--- src/rtl/pc_unit_ras.sv ---
// Fetch-stage next-PC unit with a circular return-address stack (RAS).
// Latency: pc, ras_count and the error pulses update one cycle after pc_control is sampled; pc_plus4 is combinational from pc.
// Backpressure: stall=1 freezes pc, RAS contents, pointer and ras_count; the error pulses read 0 in the following cycle.
//
// Ports:
//   clk, rst        - clock; synchronous active-high reset (overrides stall and pc_control)
//   stall           - hold all state this cycle
//   pc_control      - next-PC select code (SEQ/JUMP/JREG/BRANCH/CALL/CALLR/RET/TRAP, 1xxx illegal)
//   jump_address    - 26-bit pseudo-direct jump field
//   branch_offset   - signed word offset for BRANCH
//   reg_address     - register-sourced target for JREG/CALLR
//   pc, pc_plus4    - current fetch PC and PC+4
//   ras_count       - number of valid RAS entries
//   illegal_ctrl, ras_underflow, misalign_err - one-cycle error pulses
//
// Optional feature macro: PC_ALIGN_CHECK_EN. When defined, misaligned JREG/CALLR/RET targets
// are redirected to TRAP_VECTOR and flagged on misalign_err; otherwise their low two bits are
// cleared and misalign_err stays 0.
module pc_unit_ras #(
    parameter int              XLEN         = 32,
    parameter logic [XLEN-1:0] RESET_VECTOR = '0,
    parameter logic [XLEN-1:0] TRAP_VECTOR  = XLEN'(32'hFFFF_FFF0),
    parameter int              RAS_DEPTH    = 4
) (
    input  logic                             clk,
    input  logic                             rst,
    input  logic                             stall,
    input  logic [3:0]                       pc_control,
    input  logic [25:0]                      jump_address,
    input  logic [15:0]                      branch_offset,
    input  logic [XLEN-1:0]                  reg_address,
    output logic [XLEN-1:0]                  pc,
    output logic [XLEN-1:0]                  pc_plus4,
    output logic [$clog2(RAS_DEPTH+1)-1:0]   ras_count,
    output logic                             illegal_ctrl,
    output logic                             ras_underflow,
    output logic                             misalign_err
);

    localparam int PW = $clog2(RAS_DEPTH);
    localparam int CW = $clog2(RAS_DEPTH + 1);

    localparam logic [3:0] CTRL_SEQ    = 4'b0000;
    localparam logic [3:0] CTRL_JUMP   = 4'b0001;
    localparam logic [3:0] CTRL_JREG   = 4'b0010;
    localparam logic [3:0] CTRL_BRANCH = 4'b0011;
    localparam logic [3:0] CTRL_CALL   = 4'b0100;
    localparam logic [3:0] CTRL_CALLR  = 4'b0101;
    localparam logic [3:0] CTRL_RET    = 4'b0110;
    localparam logic [3:0] CTRL_TRAP   = 4'b0111;

`ifdef PC_ALIGN_CHECK_EN
    localparam bit ALIGN_CHECK = 1'b1;
`else
    localparam bit ALIGN_CHECK = 1'b0;
`endif

    logic [XLEN-1:0] pc_q, pc_d;
    logic [PW-1:0]   ptr_q, ptr_d;
    logic [CW-1:0]   cnt_q, cnt_d;
    logic [XLEN-1:0] ras_q [RAS_DEPTH];
    logic [XLEN-1:0] ras_d [RAS_DEPTH];
    logic            ill_q, ill_d;
    logic            unf_q, unf_d;
    logic            mis_q, mis_d;

    logic [XLEN-1:0] jump_tgt;
    logic [XLEN-1:0] br_off;
    logic [PW-1:0]   ptr_m1;
    logic [XLEN-1:0] rtarget;
    logic            redirect;
    logic            push;
    logic            pop;

    assign pc_plus4 = pc_q + XLEN'(4);
    assign jump_tgt = {pc_q[XLEN-1:28], jump_address, 2'b00};
    assign br_off   = {{(XLEN-18){branch_offset[15]}}, branch_offset, 2'b00};
    // Pointer addresses the next free slot; the top of stack sits one below it.
    assign ptr_m1   = ptr_q - PW'(1);

    always_comb begin
        pc_d     = pc_q;
        ptr_d    = ptr_q;
        cnt_d    = cnt_q;
        ras_d    = ras_q;
        ill_d    = 1'b0;
        unf_d    = 1'b0;
        mis_d    = 1'b0;
        rtarget  = reg_address;
        redirect = 1'b0;
        push     = 1'b0;
        pop      = 1'b0;

        if (!stall) begin
            case (pc_control)
                CTRL_SEQ:    pc_d = pc_plus4;
                CTRL_JUMP:   pc_d = jump_tgt;
                CTRL_JREG:   redirect = 1'b1;
                CTRL_BRANCH: pc_d = pc_plus4 + br_off;
                CTRL_CALL: begin
                    pc_d = jump_tgt;
                    push = 1'b1;
                end
                CTRL_CALLR: begin
                    redirect = 1'b1;
                    push     = 1'b1;
                end
                CTRL_RET: begin
                    if (cnt_q == '0) begin
                        pc_d  = TRAP_VECTOR;
                        unf_d = 1'b1;
                    end else begin
                        redirect = 1'b1;
                        rtarget  = ras_q[ptr_m1];
                        pop      = 1'b1;
                    end
                end
                CTRL_TRAP:   pc_d = TRAP_VECTOR;
                default: begin
                    pc_d  = TRAP_VECTOR;
                    ill_d = 1'b1;
                end
            endcase

            // Indirect targets: trap on misalignment when checking is built in,
            // otherwise silently word-align. A trapped CALLR must not push.
            if (redirect) begin
                if (ALIGN_CHECK && (rtarget[1:0] != 2'b00)) begin
                    pc_d  = TRAP_VECTOR;
                    mis_d = 1'b1;
                    push  = 1'b0;
                end else begin
                    pc_d = {rtarget[XLEN-1:2], 2'b00};
                end
            end

            // A push on a full stack overwrites the oldest entry via pointer wrap.
            if (push) begin
                ras_d[ptr_q] = pc_plus4;
                ptr_d        = ptr_q + PW'(1);
                if (cnt_q != CW'(RAS_DEPTH)) begin
                    cnt_d = cnt_q + CW'(1);
                end
            end
            if (pop) begin
                ptr_d = ptr_m1;
                cnt_d = cnt_q - CW'(1);
            end
        end
    end

    always_ff @(posedge clk) begin
        if (rst) begin
            pc_q  <= RESET_VECTOR;
            ptr_q <= '0;
            cnt_q <= '0;
            ill_q <= 1'b0;
            unf_q <= 1'b0;
            mis_q <= 1'b0;
            for (int i = 0; i < RAS_DEPTH; i++) begin
                ras_q[i] <= '0;
            end
        end else begin
            pc_q  <= pc_d;
            ptr_q <= ptr_d;
            cnt_q <= cnt_d;
            ill_q <= ill_d;
            unf_q <= unf_d;
            mis_q <= mis_d;
            ras_q <= ras_d;
        end
    end

    assign pc            = pc_q;
    assign ras_count     = cnt_q;
    assign illegal_ctrl  = ill_q;
    assign ras_underflow = unf_q;
    assign misalign_err  = mis_q;

endmodule

--- config.mk ---
export PLATFORM = sky130hd
export DESIGN_NAME = pc_unit_ras
export DESIGN_NICKNAME = d
export VERILOG_FILES = /design/src/rtl/pc_unit_ras.sv
export SDC_FILE = /design/constraint.sdc
export NUM_CORES = 1
export LEC_CHECK = 0
export ABC_AREA = 0
export CORE_MARGIN = 2
export CORE_UTILIZATION = 45
export CTS_BUF_LIST = sky130_fd_sc_hd__clkbuf_8
export DETAILED_ROUTE_END_ITERATION = 7
export HOLD_SLACK_MARGIN = 0.12
export PLACE_DENSITY = 0.69
export SYNTH_ARGS = -nofsm -noshare
export SYNTH_HDL_FRONTEND = slang
export SYNTH_SLANG_ARGS = --single-unit
export TNS_END_PERCENT = 20
--- constraint.sdc ---
create_clock -name clk -period 12 [get_ports clk]
set_input_delay 2.4 -clock clk [delete_from_list [all_inputs] [get_ports clk]]
set_output_delay 2.4 -clock clk [all_outputs]
set_load 0.005 [all_outputs]
==> results of run 1 <==
-- worst paths after layout --
kind                           endpoint  slack (ps)  cells past startpoint
hold reg to reg   ras_q[3]$_SDFFE_PP0P_         460                      2
hold / removal    ras_q[3]$_SDFFE_PP0P_         460                      2
setup reg to reg    pc[30]$_SDFFE_PP0P_        6830                     17
setup / recovery           pc_plus4[24]        5870                     10
-- cell families (layout without fill, tap and decap cells) --
kind of cell               count (synthesis)  in the layout
AOI/OAI and AO/OA                        354            354
DFF                                      157            157
buffers and inverters                    151            244
and+or+nand+nor                          305            305
xor gates and xnor gates                  52             52
adders and majority gates                 38             38
muxes                                     39             39
other                                      1              5
-- power breakdown --
group	switching (W)	internal, W	total, W	leakage (nW)
sequential	0.0000157	0.000533	0.000549	1.27
clock	0.000207	0.000147	0.000354	0.157
combinational	0.000151	0.000122	0.000273	2.50
-- layer usage --
metal / GRT usage / vias up / routed length (microns)
met5: 0 / - / 0
met4: 0.0663 / 0 / 407
met3: 0.0401 / 28 / 2060
met2: 0.377 / 322 / 12100
met1: 0.387 / 4052 / 13500
li1: - / 4192 / -
-- placed cells by master, fill, tap and decap left out, drive strengths merged, types with 8 or more instances in the layout --
cell type      instances
a211oi               123
a21o                  12
a21oi                 73
a221oi                18
a31oi                 10
and3                  11
buf                   10
clkbuf                18
clkdlybuf4s50        142
dfxtp                157
ha                    36
inv                   64
mux2i                  8
mux4                  30
nand2                 48
nand3                 15
nor2                 165
nor3                  14
o211ai                11
o21ai                 48
o221ai                13
xnor2                 37
xor2                  15
-- tightest hold or removal path, cell delays in order (launching register included) --
cell     delay, ps
dfxtp_1        320
nand2_1         50
a21oi_1         50
-- layout make-up --
cell class	instances	area, sq um
sequential	157	3140
inverter	62	234
multi-input combinational	793	5570
tap	270	338
clock inverter	12	92.6
timing repair buffer	152	1500
fill	1841	9110
clock buffer	18	248
-- flip-flops by register name (all words and copies together) (netlist names) --
register / count
illegal_ctrl: 1
pc: 30
ras_q: 120
ras_count: 3
ras_underflow: 1
ptr_q: 2
-- synthesized netlist by cell type, types with 7 or more instances --
master    count  area, sq um
nand2_1      48          180
a31oi_1      10         62.6
ha_1         36          450
nor3_1       14         70.1
and2_1        7         43.8
xor2_1       15          131
mux4_2       30          676
nand4_1       7         43.8
nor2b_1       7         43.8
xnor2_1      36          315
buf_1         7         26.3
nand3_1      15         75.1
nor2_1      164          616
o21ai_0      46          230
a221oi_1     17          149
a21oi_1      72          360
a21o_1       12         90.1
and3_1       11         68.8
o221ai_1     13          114
or3_1         7         43.8
dfxtp_1     157         3140
a211oi_1    123          923
clkbuf_1     74          278
o211ai_1     11         82.6
mux2i_1       8         80.1
inv_1        61          229
-- per-stage QoR --
step | hold WS [ps] | worst slack (ps) | power, W
after detailed placement | 449 | 6060 | 0.000828
after CTS | 463 | 5930 | 0.00118
after global placement | 445 | 6140 | 0.000827
after global routing | 507 | 5790 | 0.00123
after floorplan | 433 | 7350 | 0.000716
final | 462 | 5870 | 0.00118
==> run summary, run 1 <==
synthesized flop and latch total - 157
Overflow after GRT - 0
type of origin of the critical path - register
Initial Utilization - 0.459
# H-tree levels - 4
DPL Wire Length - 19.8 mm
Setup TNS Final - 0 ps
GRT Total Usage - 0.255
die area - 0.0218 sq mm
cell mode on critical path - inv_1
mux share of post-synthesis cell area - 0.0826
Final min period - 6130 ps
final hold violation count - 0
1st-pass router iterations - 7
num rows - 52
CTS tree - done
Largest delay share family, worst path - simple AND/OR/NAND/NOR gates
Final Wtd Congestion - 0.941
Fmax - 0.163 GHz
Synth async-reset ratio - 0
largest family of logic cells by synthesized area - compound AO/OA/AOI/OAI gates
Total Wirelength - 28.0 mm
Main synth FF type - dfxtp_1
post-synth cell types - 70
min-delay src - ras_q[3]$_SDFFE_PP0P_
drt wl/cell - 19.2 microns
Worst Setup SP - pc[2]$_SDFFE_PP0P_
chip height - 148 microns
syn_area_per_cell - 8.46 sq um
design area - 0.0111 sq mm
endpoints failing setup - 0
n_diodes - 0
Resized cells post-CTS - 0
Ports - 151
initial antenna violation count - 0
Yosys warnings - 0
Core Util, Final - 0.550
area post-placement - 0.0108 sq mm
RSZ-0062 raised after global routing - false
layout cells sized above 1 - 0.0771
Routed Antenna Nets - 0
Crit-path slowest cell - dfxtp_1
Worst EP required - 9600 ps
CP arrival - 3730 ps
Non-Filler Instances - 1464
vias in the first global route - 7931
Post-CTS Setup Inserts - 0
outcome - completed
Max-Cap Viols - 0
Detailed Route Iter0 Violations - 761
max-slew violation count - 0
Clock Tree Buf Depth - 2
first-pass GRT wire length - 44.1 mm
clk slew on worst S/H paths - 90 ps
core outline area - 0.0202 sq mm
relative slew slack - 0.217
Post-Synth XOR/XNOR Area - 0.0499
Die Width - 148 microns
largest net degree at the start of global routing - 86
largest fanout on the critical path - 11
clk_skew - 10.3 ps
Post-CTS Hold Buffers - 0
post-synthesis sequential area ratio - 0.339
CTS root buf - clkbuf_8
Synth Instances - 1097
vias per cell - 5.87
Synth Area in Simple Gates - 0.149
clk_lat worst skew - 470 ps
DRC - 0
Synth Area in Compound Gates - 0.262
worst path cell trace - ha_1 -> inv_1 -> or3_1 -> nor2_1 -> nand2b_1 -> inv_1 -> nand2_1 -> xor2_1 -> inv_1 -> clkdlybuf4s50_1
leakage - 3.93 nW
CTS sink cnt - 157
Layout Nets - 1302
EDFF count, synth - 0
post-synthesis adder-cell area fraction - 0.0528
fin crit share - 0.511
Worst Setup Path Type - register to primary output
Hold WC Path Type - register to register
P per Cell Area - 106 mW/mm^2
synthesized cell area - 0.00928 sq mm
Least-Margin Pin Slew - 1170 ps
via count - 8594
CP Buf/Inv Count - 4
IO Port Bufs - 143
dpl cells - 1434
worst vdd ir - 89.0 uV
Layout area overhead - 19.9%
Worst setup EP type - primary output
worst r2r src - pc[2]$_SDFFE_PP0P_
CTS buffer count - 17
peak per-stage delay on the critical path - 600 ps
Note: power is estimated with default switching activity, not from simulation.
==> run 2: changes to the inputs <==
==> constraint.sdc (replaced) <==
create_clock -name clk -period 6.3 [get_ports clk]
set_input_delay 1.26 -clock clk [delete_from_list [all_inputs] [get_ports clk]]
set_output_delay 1.26 -clock clk [all_outputs]
set_load 0.005 [all_outputs]
==> run summary, run 2 (synthesis results as in run 1) <==
sequential cell area - 0.00314 sq mm (unchanged)
largest net degree at the start of global routing - 94 (was 86)
Layout area overhead - 19.8% (was 19.9%)
CTS tree - done (unchanged)
Routed Antenna Nets - 0 (unchanged)
chip height - 148 microns (unchanged)
Hold EP - ras_q[3]$_SDFFE_PP0P_ (unchanged)
die area - 0.0218 sq mm (unchanged)
peak per-stage delay on the critical path - 610 ps (was 600 ps)
GRT Total Usage - 0.256 (was 0.255)
RSZ-0062 raised after global routing - false (unchanged)
reg2reg end - pc[30]$_SDFFE_PP0P_ (unchanged)
Worst EP required - 5040 ps (was 9600 ps)
Fmax - 0.200 GHz
Final Wtd Congestion - 0.948 (was 0.941)
Largest delay share family, worst path - simple AND/OR/NAND/NOR gates (unchanged)
Die Width - 148 microns (unchanged)
most common cell after layout, fill and taps aside - nor2_1 (unchanged)
Overflow after GRT - 0 (unchanged)
CTS root buf - clkbuf_8 (unchanged)
Detailed Route Iter0 Violations - 858 (was 761)
clk_skew - 14.2 ps (was 10.3 ps)
final hold violation count - 0 (unchanged)
Internal - 0.00153 W (was 0.000802 W)
largest fanout on the critical path - 11 (unchanged)
Post-CTS Setup Inserts - 0 (unchanged)
core outline area - 0.0202 sq mm (unchanged)
Post-CTS Hold Buffers - 0 (unchanged)
first-pass GRT wire length - 44.4 mm (was 44.1 mm)
IO Port Bufs - 143 (unchanged)
Layout Nets - 1301 (was 1302)
switching share of power - 0.320 (was 0.318)
min-delay src - ras_q[3]$_SDFFE_PP0P_ (unchanged)
drt wl/cell - 19.4 microns (was 19.2 microns)
CTS sink cnt - 157 (unchanged)
cell mode on critical path - inv_1 (unchanged)
Clock Tree Buf Depth - 2 (unchanged)
Design Power - 0.00225 W (was 0.00118 W)
CP Buf/Inv Count - 4 (unchanged)
initial antenna violation count - 0 (unchanged)
type of origin of the critical path - register (unchanged)
max-slew violation count - 0 (unchanged)
Crit-path slowest cell - xor2_1 (was dfxtp_1)
endpoints failing setup - 0 (unchanged)
Max-Cap Viols - 0 (unchanged)
Worst setup EP type - primary output (unchanged)
commonest cells after routing, fill and taps aside - nor2_1 (164), dfxtp_1 (157), clkdlybuf4s50_1 (142) (unchanged)
Least-Margin Pin Slew - 1190 ps (was 1170 ps)
DRC - 0 (unchanged)
Worst Setup Path Type - register to primary output (unchanged)
max reg flops - 120 (unchanged)
layout cells sized above 1 - 0.0771 (unchanged)
outcome - completed (unchanged)
Net Sw Power - 0.000719 W (was 0.000374 W)
P per Cell Area - 202 mW/mm^2 (was 106 mW/mm^2)
flop2flop setup slack - 1340 ps (was 6830 ps)
CTS buffer count - 17 (unchanged)
Biggest register - ras_q (unchanged)
vias per cell - 5.95 (was 5.87)
Ports - 151 (unchanged)
# H-tree levels - 4 (unchanged)
worst path cell trace - ha_1 -> inv_1 -> or3_1 -> nor2_1 -> nand2b_1 -> inv_1 -> nand2_1 -> xor2_1 -> inv_1 -> clkdlybuf4s50_1 (unchanged)
logic gate share of total power - 0.232 (about the same)
clk_lat worst skew - 460 ps (was 470 ps)
Setup TNS Final - 0 ps (unchanged)
sequential share of power - 0.466 (was 0.467)
Worst Reg2Reg Path Length in Cells - 15 (was 17)
num rows - 52 (unchanged)
leakage - 3.95 nW (was 3.93 nW)
Hold WC Path Type - register to register (unchanged)
n_diodes - 0 (unchanged)
Clk pwr share - 0.303 (was 0.301)
vias in the first global route - 7947 (was 7931)
1st-pass router iterations - 5 (was 7)
Resized cells post-CTS - 0 (unchanged)
Initial Utilization - 0.459 (unchanged)
CP arrival - 3740 ps (was 3730 ps)
hold depth - 2 (unchanged)
Final min period - 5000 ps
Multi-input gate area - 0.00557 sq mm (unchanged)
fin crit share - 0.793
worst vdd ir - 130 uV (was 89.0 uV)
clk slew on worst S/H paths - 90 ps (about the same)
Total Wirelength - 28.4 mm (was 28.0 mm)
FILL cells - 1894 (was 1841)
worst r2r src - pc[2]$_SDFFE_PP0P_ (unchanged)
via count - 8708 (was 8594)
relative slew slack - 0.209 (was 0.217)
DPL Wire Length - 20.1 mm (was 19.8 mm)
-- run 2: changes by cell type in the layout (fill, tap and decap cells not counted) --
cell / delta
inv_6: +4
clkinv_2: +2
inv_8: +1
clkinvlp_4: -5
buf_4: -1
clkbuf_8: -1
-- run 2: power by group through the flow --
stage	Combinational [W]	Clock [W]	Sequential, W
floorplan	0.000302	0	0.00106
global placement	0.000508	0	0.00107
detailed placement	0.000510	0	0.00107
CTS	0.000514	0.000693	0.00104
global route	0.000562	0.000735	0.00105
finish	0.000521	0.000680	0.00105
-- run 2: cell type report --
type	count	share of cell area
Clock inverter	14	0.0100
Clock buffer	17	0.0210
Timing Repair Buffer	151	0.134
Sequential cell	157	0.283
Multi-Input combinational cell	793	0.501
Tap cell	270	0.0304
Inverter	62	0.0210
-- run 2: through the flow --
step	setup slack, ps	cell area (sq um)	cells	hold WS (ps)	util
after floorplan	2350	9300	1101	433	-
after global placement	1480	10800	1433	443	0.533
after detailed placement	1450	10800	1433	449	0.533
after CTS	1360	11100	1464	463	0.550
after global routing	1090	11100	1464	491	0.550
final	1300	11100	1464	462	0.550
-- run 2: worst min-delay path, cell delays in order (launching register included) --
cell	delay (ps)
dfxtp_1	320
nand2_1	50
a21oi_1	50
-- run 2: layer usage --
| metal | routed length (microns) | share of wire | global-route usage | up-vias |
|---|---|---|---|---|
| met5 | 0 | 0 | 0 | - |
| met4 | 483 | 0.017 | 0.0635 | 0 |
| met3 | 1940 | 0.068 | 0.0395 | 34 |
| met2 | 12500 | 0.44 | 0.381 | 346 |
| met1 | 13400 | 0.47 | 0.389 | 4134 |
| li1 | - | - | - | 4194 |
-- run 2: how the worst max path moves through the flow --
stage	startpoint	to	slack, ps	cells past startpoint
after global routing	pc[2]$_SDFFE_PP0P_	pc_plus4[24]	1090	10
after detailed placement	pc[2]$_SDFFE_PP0P_	pc[30]$_SDFFE_PP0P_	1450	15
final	pc[2]$_SDFFE_PP0P_	pc_plus4[24]	1300	10
after CTS	pc[2]$_SDFFE_PP0P_	pc_plus4[24]	1360	10
after global placement	pc[2]$_SDFFE_PP0P_	pc[30]$_SDFFE_PP0P_	1480	15
after floorplan	pc[2]$_SDFFE_PP0P_	pc[30]$_SDFFE_PP0P_	2350	16
==> run 3: changes to the inputs <==
==> constraint.sdc (replaced) <==
create_clock -name clk -period 4.65 [get_ports clk]
set_input_delay 0.93 -clock clk [delete_from_list [all_inputs] [get_ports clk]]
set_output_delay 0.93 -clock clk [all_outputs]
set_load 0.005 [all_outputs]
==> run summary, run 3 (synthesis results as in run 1) <==
worst path cell trace - nand4_1 -> or3_1 -> or2_2 -> xnor2_1 -> inv_1 -> ha_1 -> and4_1 -> a221oi_1 -> o21ai_0 -> o211ai_1 -> a21oi_1 -> o21a_1 -> or3_1 -> a31oi_1 -> o221a_2 (was ha_1 -> inv_1 -> or3_1 -> nor2_1 -> nand2b_1 -> inv_1 -> nand2_1 -> xor2_1 -> inv_1 -> clkdlybuf4s50_1)
Hold WC Path Type - register to register (unchanged)
Overflow after GRT - 0 (unchanged)
num rows - 52 (unchanged)
CP arrival - 4800 ps (was 3740 ps)
final worst hold slack - 460 ps (was 462 ps)
commonest cells after routing, fill and taps aside - nor2_1 (164), dfxtp_1 (157), clkdlybuf4s50_1 (142) (unchanged)
first-pass GRT wire length - 45.1 mm (was 44.4 mm)
endpoints failing setup - 0 (unchanged)
Hold EP - ras_q[99]$_SDFFE_PP0P_ (was ras_q[3]$_SDFFE_PP0P_)
clk slew on worst S/H paths - 90 ps (about the same)
CTS tree - done (unchanged)
sequential cell area - 0.00314 sq mm (unchanged)
Worst setup EP type - register (was primary output)
1st-pass router iterations - 6 (was 5)
Initial Utilization - 0.459 (unchanged)
Post-CTS Hold Buffers - 0 (unchanged)
FILL cells - 1889 (was 1894)
Ports - 151 (unchanged)
DRC - 0 (unchanged)
worst r2r src - pc[4]$_SDFFE_PP0P_ (was pc[2]$_SDFFE_PP0P_)
max-slew violation count - 0 (unchanged)
worst vdd ir - 185 uV (was 130 uV)
most common cell after layout, fill and taps aside - nor2_1 (unchanged)
Crit-path slowest cell - dfxtp_1 (was xor2_1)
Multi-input gate area - 0.00557 sq mm (unchanged)
relative slew slack - 0.424 (was 0.209)
Total Wirelength - 28.9 mm (was 28.4 mm)
flop2flop setup slack - 250 ps (was 1340 ps)
type of origin of the critical path - register (unchanged)
Routed Antenna Nets - 0 (unchanged)
cell mode on critical path - or3_1 (was inv_1)
largest fanout on the critical path - 7 (was 11)
via count - 8793 (was 8708)
Die Width - 148 microns (unchanged)
largest net degree at the start of global routing - 112 (was 94)
CP Buf/Inv Count - 1 (was 4)
Biggest register - ras_q (unchanged)
RSZ-0062 raised after global routing - false (unchanged)
Setup TNS Final - 0 ps (unchanged)
final hold violation count - 0 (unchanged)
dpl cells - 1468 (was 1433)
Final Wtd Congestion - 0.956 (was 0.948)
peak per-stage delay on the critical path - 460 ps (was 610 ps)
die area - 0.0218 sq mm (unchanged)
Post-CTS Setup Inserts - 0 (unchanged)
vias per cell - 5.87 (was 5.95)
drt wl/cell - 19.3 microns (was 19.4 microns)
Largest delay share family, worst path - compound AO/OA/AOI/OAI gates (was simple AND/OR/NAND/NOR gates)
initial antenna violation count - 0 (unchanged)
DPL Wire Length - 20.9 mm (was 20.1 mm)
reg2reg end - pc[30]$_SDFFE_PP0P_ (unchanged)
# H-tree levels - 4 (unchanged)
min-delay src - ras_q[99]$_SDFFE_PP0P_ (was ras_q[3]$_SDFFE_PP0P_)
Layout Nets - 1336 (was 1301)
Non-Filler Instances - 1499 (was 1464)
hold depth - 2 (unchanged)
CTS root buf - clkbuf_8 (unchanged)
max reg flops - 120 (unchanged)
area post-placement - 0.0111 sq mm (was 0.0108 sq mm)
CTS sink cnt - 157 (unchanged)
Detailed Route Iter0 Violations - 807 (was 858)
GRT Total Usage - 0.262 (was 0.256)
fin crit share - 0.945
clk_skew - 9.91 ps (was 14.2 ps)
leakage - 4.14 nW (was 3.95 nW)
Resized cells post-CTS - 0 (unchanged)
Design Power - 0.00323 W (was 0.00225 W)
design area - 0.0115 sq mm (was 0.0111 sq mm)
Worst Reg2Reg Path Length in Cells - 15 (unchanged)
Worst Setup Path Type - register to register (was register to primary output)
vias in the first global route - 8139 (was 7947)
outcome - completed (unchanged)
Max-Cap Viols - 0 (unchanged)
n_diodes - 0 (unchanged)
Layout area overhead - 23.8% (was 19.8%)
P per Cell Area - 281 mW/mm^2 (was 202 mW/mm^2)
Least-Margin Pin Slew - 863 ps (was 1190 ps)
clk_lat worst skew - 460 ps (about the same)
Final min period - 4400 ps
layout cells sized above 1 - 0.103 (was 0.0771)
Fmax - 0.228 GHz
core outline area - 0.0202 sq mm (unchanged)
Clock Tree Buf Depth - 2 (unchanged)
chip height - 148 microns (unchanged)
IO Port Bufs - 143 (unchanged)
CTS buffer count - 17 (unchanged)
Worst EP required - 5060 ps (was 5040 ps)
[run 3: layout make-up]
class | instances | share of cell area
clock buffer | 17 | 0.0204
clock inverter | 14 | 0.0148
inverter | 62 | 0.0204
multi-input combinational | 793 | 0.485
sequential | 157 | 0.273
tap | 270 | 0.0294
timing repair buffer | 186 | 0.157
[run 3: worst register-to-register path, stage by stage, from the launching register on]
cell and delay [ps]:
dfxtp_1 460, nand4_1 190, or3_1 440, or2_2 300
xnor2_1 180, inv_1 110, ha_1 300, and4_1 210
a221oi_1 230, o21ai_0 190, o211ai_1 420, a21oi_1 190
o21a_1 260, or3_1 360, a31oi_1 270, o221a_2 240
[run 3: how the worst max path moves through the flow]
stage,start,end,depth (start not counted)
after detailed placement,pc[7]$_SDFFE_PP0P_,pc[30]$_SDFFE_PP0P_,15
after floorplan,pc[2]$_SDFFE_PP0P_,pc[30]$_SDFFE_PP0P_,16
after global placement,pc[4]$_SDFFE_PP0P_,pc[30]$_SDFFE_PP0P_,15
after CTS,pc[4]$_SDFFE_PP0P_,pc[30]$_SDFFE_PP0P_,15
final,pc[4]$_SDFFE_PP0P_,pc[30]$_SDFFE_PP0P_,15
after global routing,pc[3]$_SDFFE_PP0P_,pc[30]$_SDFFE_PP0P_,15
[run 3: power by group]
part           switching [W]  internal (W)
logic               0.000402      0.000342
clock network       0.000537      0.000530
registers          0.0000392       0.00138
[run 3: per-layer routing]
| metal | GRT usage | wire (microns) | vias to the layer above |
|---|---|---|---|
| li1 | - | - | 4255 |
| met1 | 0.390 | 13500 | 4116 |
| met2 | 0.390 | 12500 | 379 |
| met3 | 0.0414 | 2230 | 43 |
| met4 | 0.0774 | 672 | 0 |
| met5 | 0 | 0 | - |
[run 3: per-stage QoR]
stage / util / worst slack, ps
6_report: 0.568 / 255
5_1_grt: 0.568 / 43.0
4_1_cts: 0.568 / 347
3_5_place_dp: 0.548 / 394
3_3_place_gp: 0.548 / 412
2_1_floorplan: - / 701
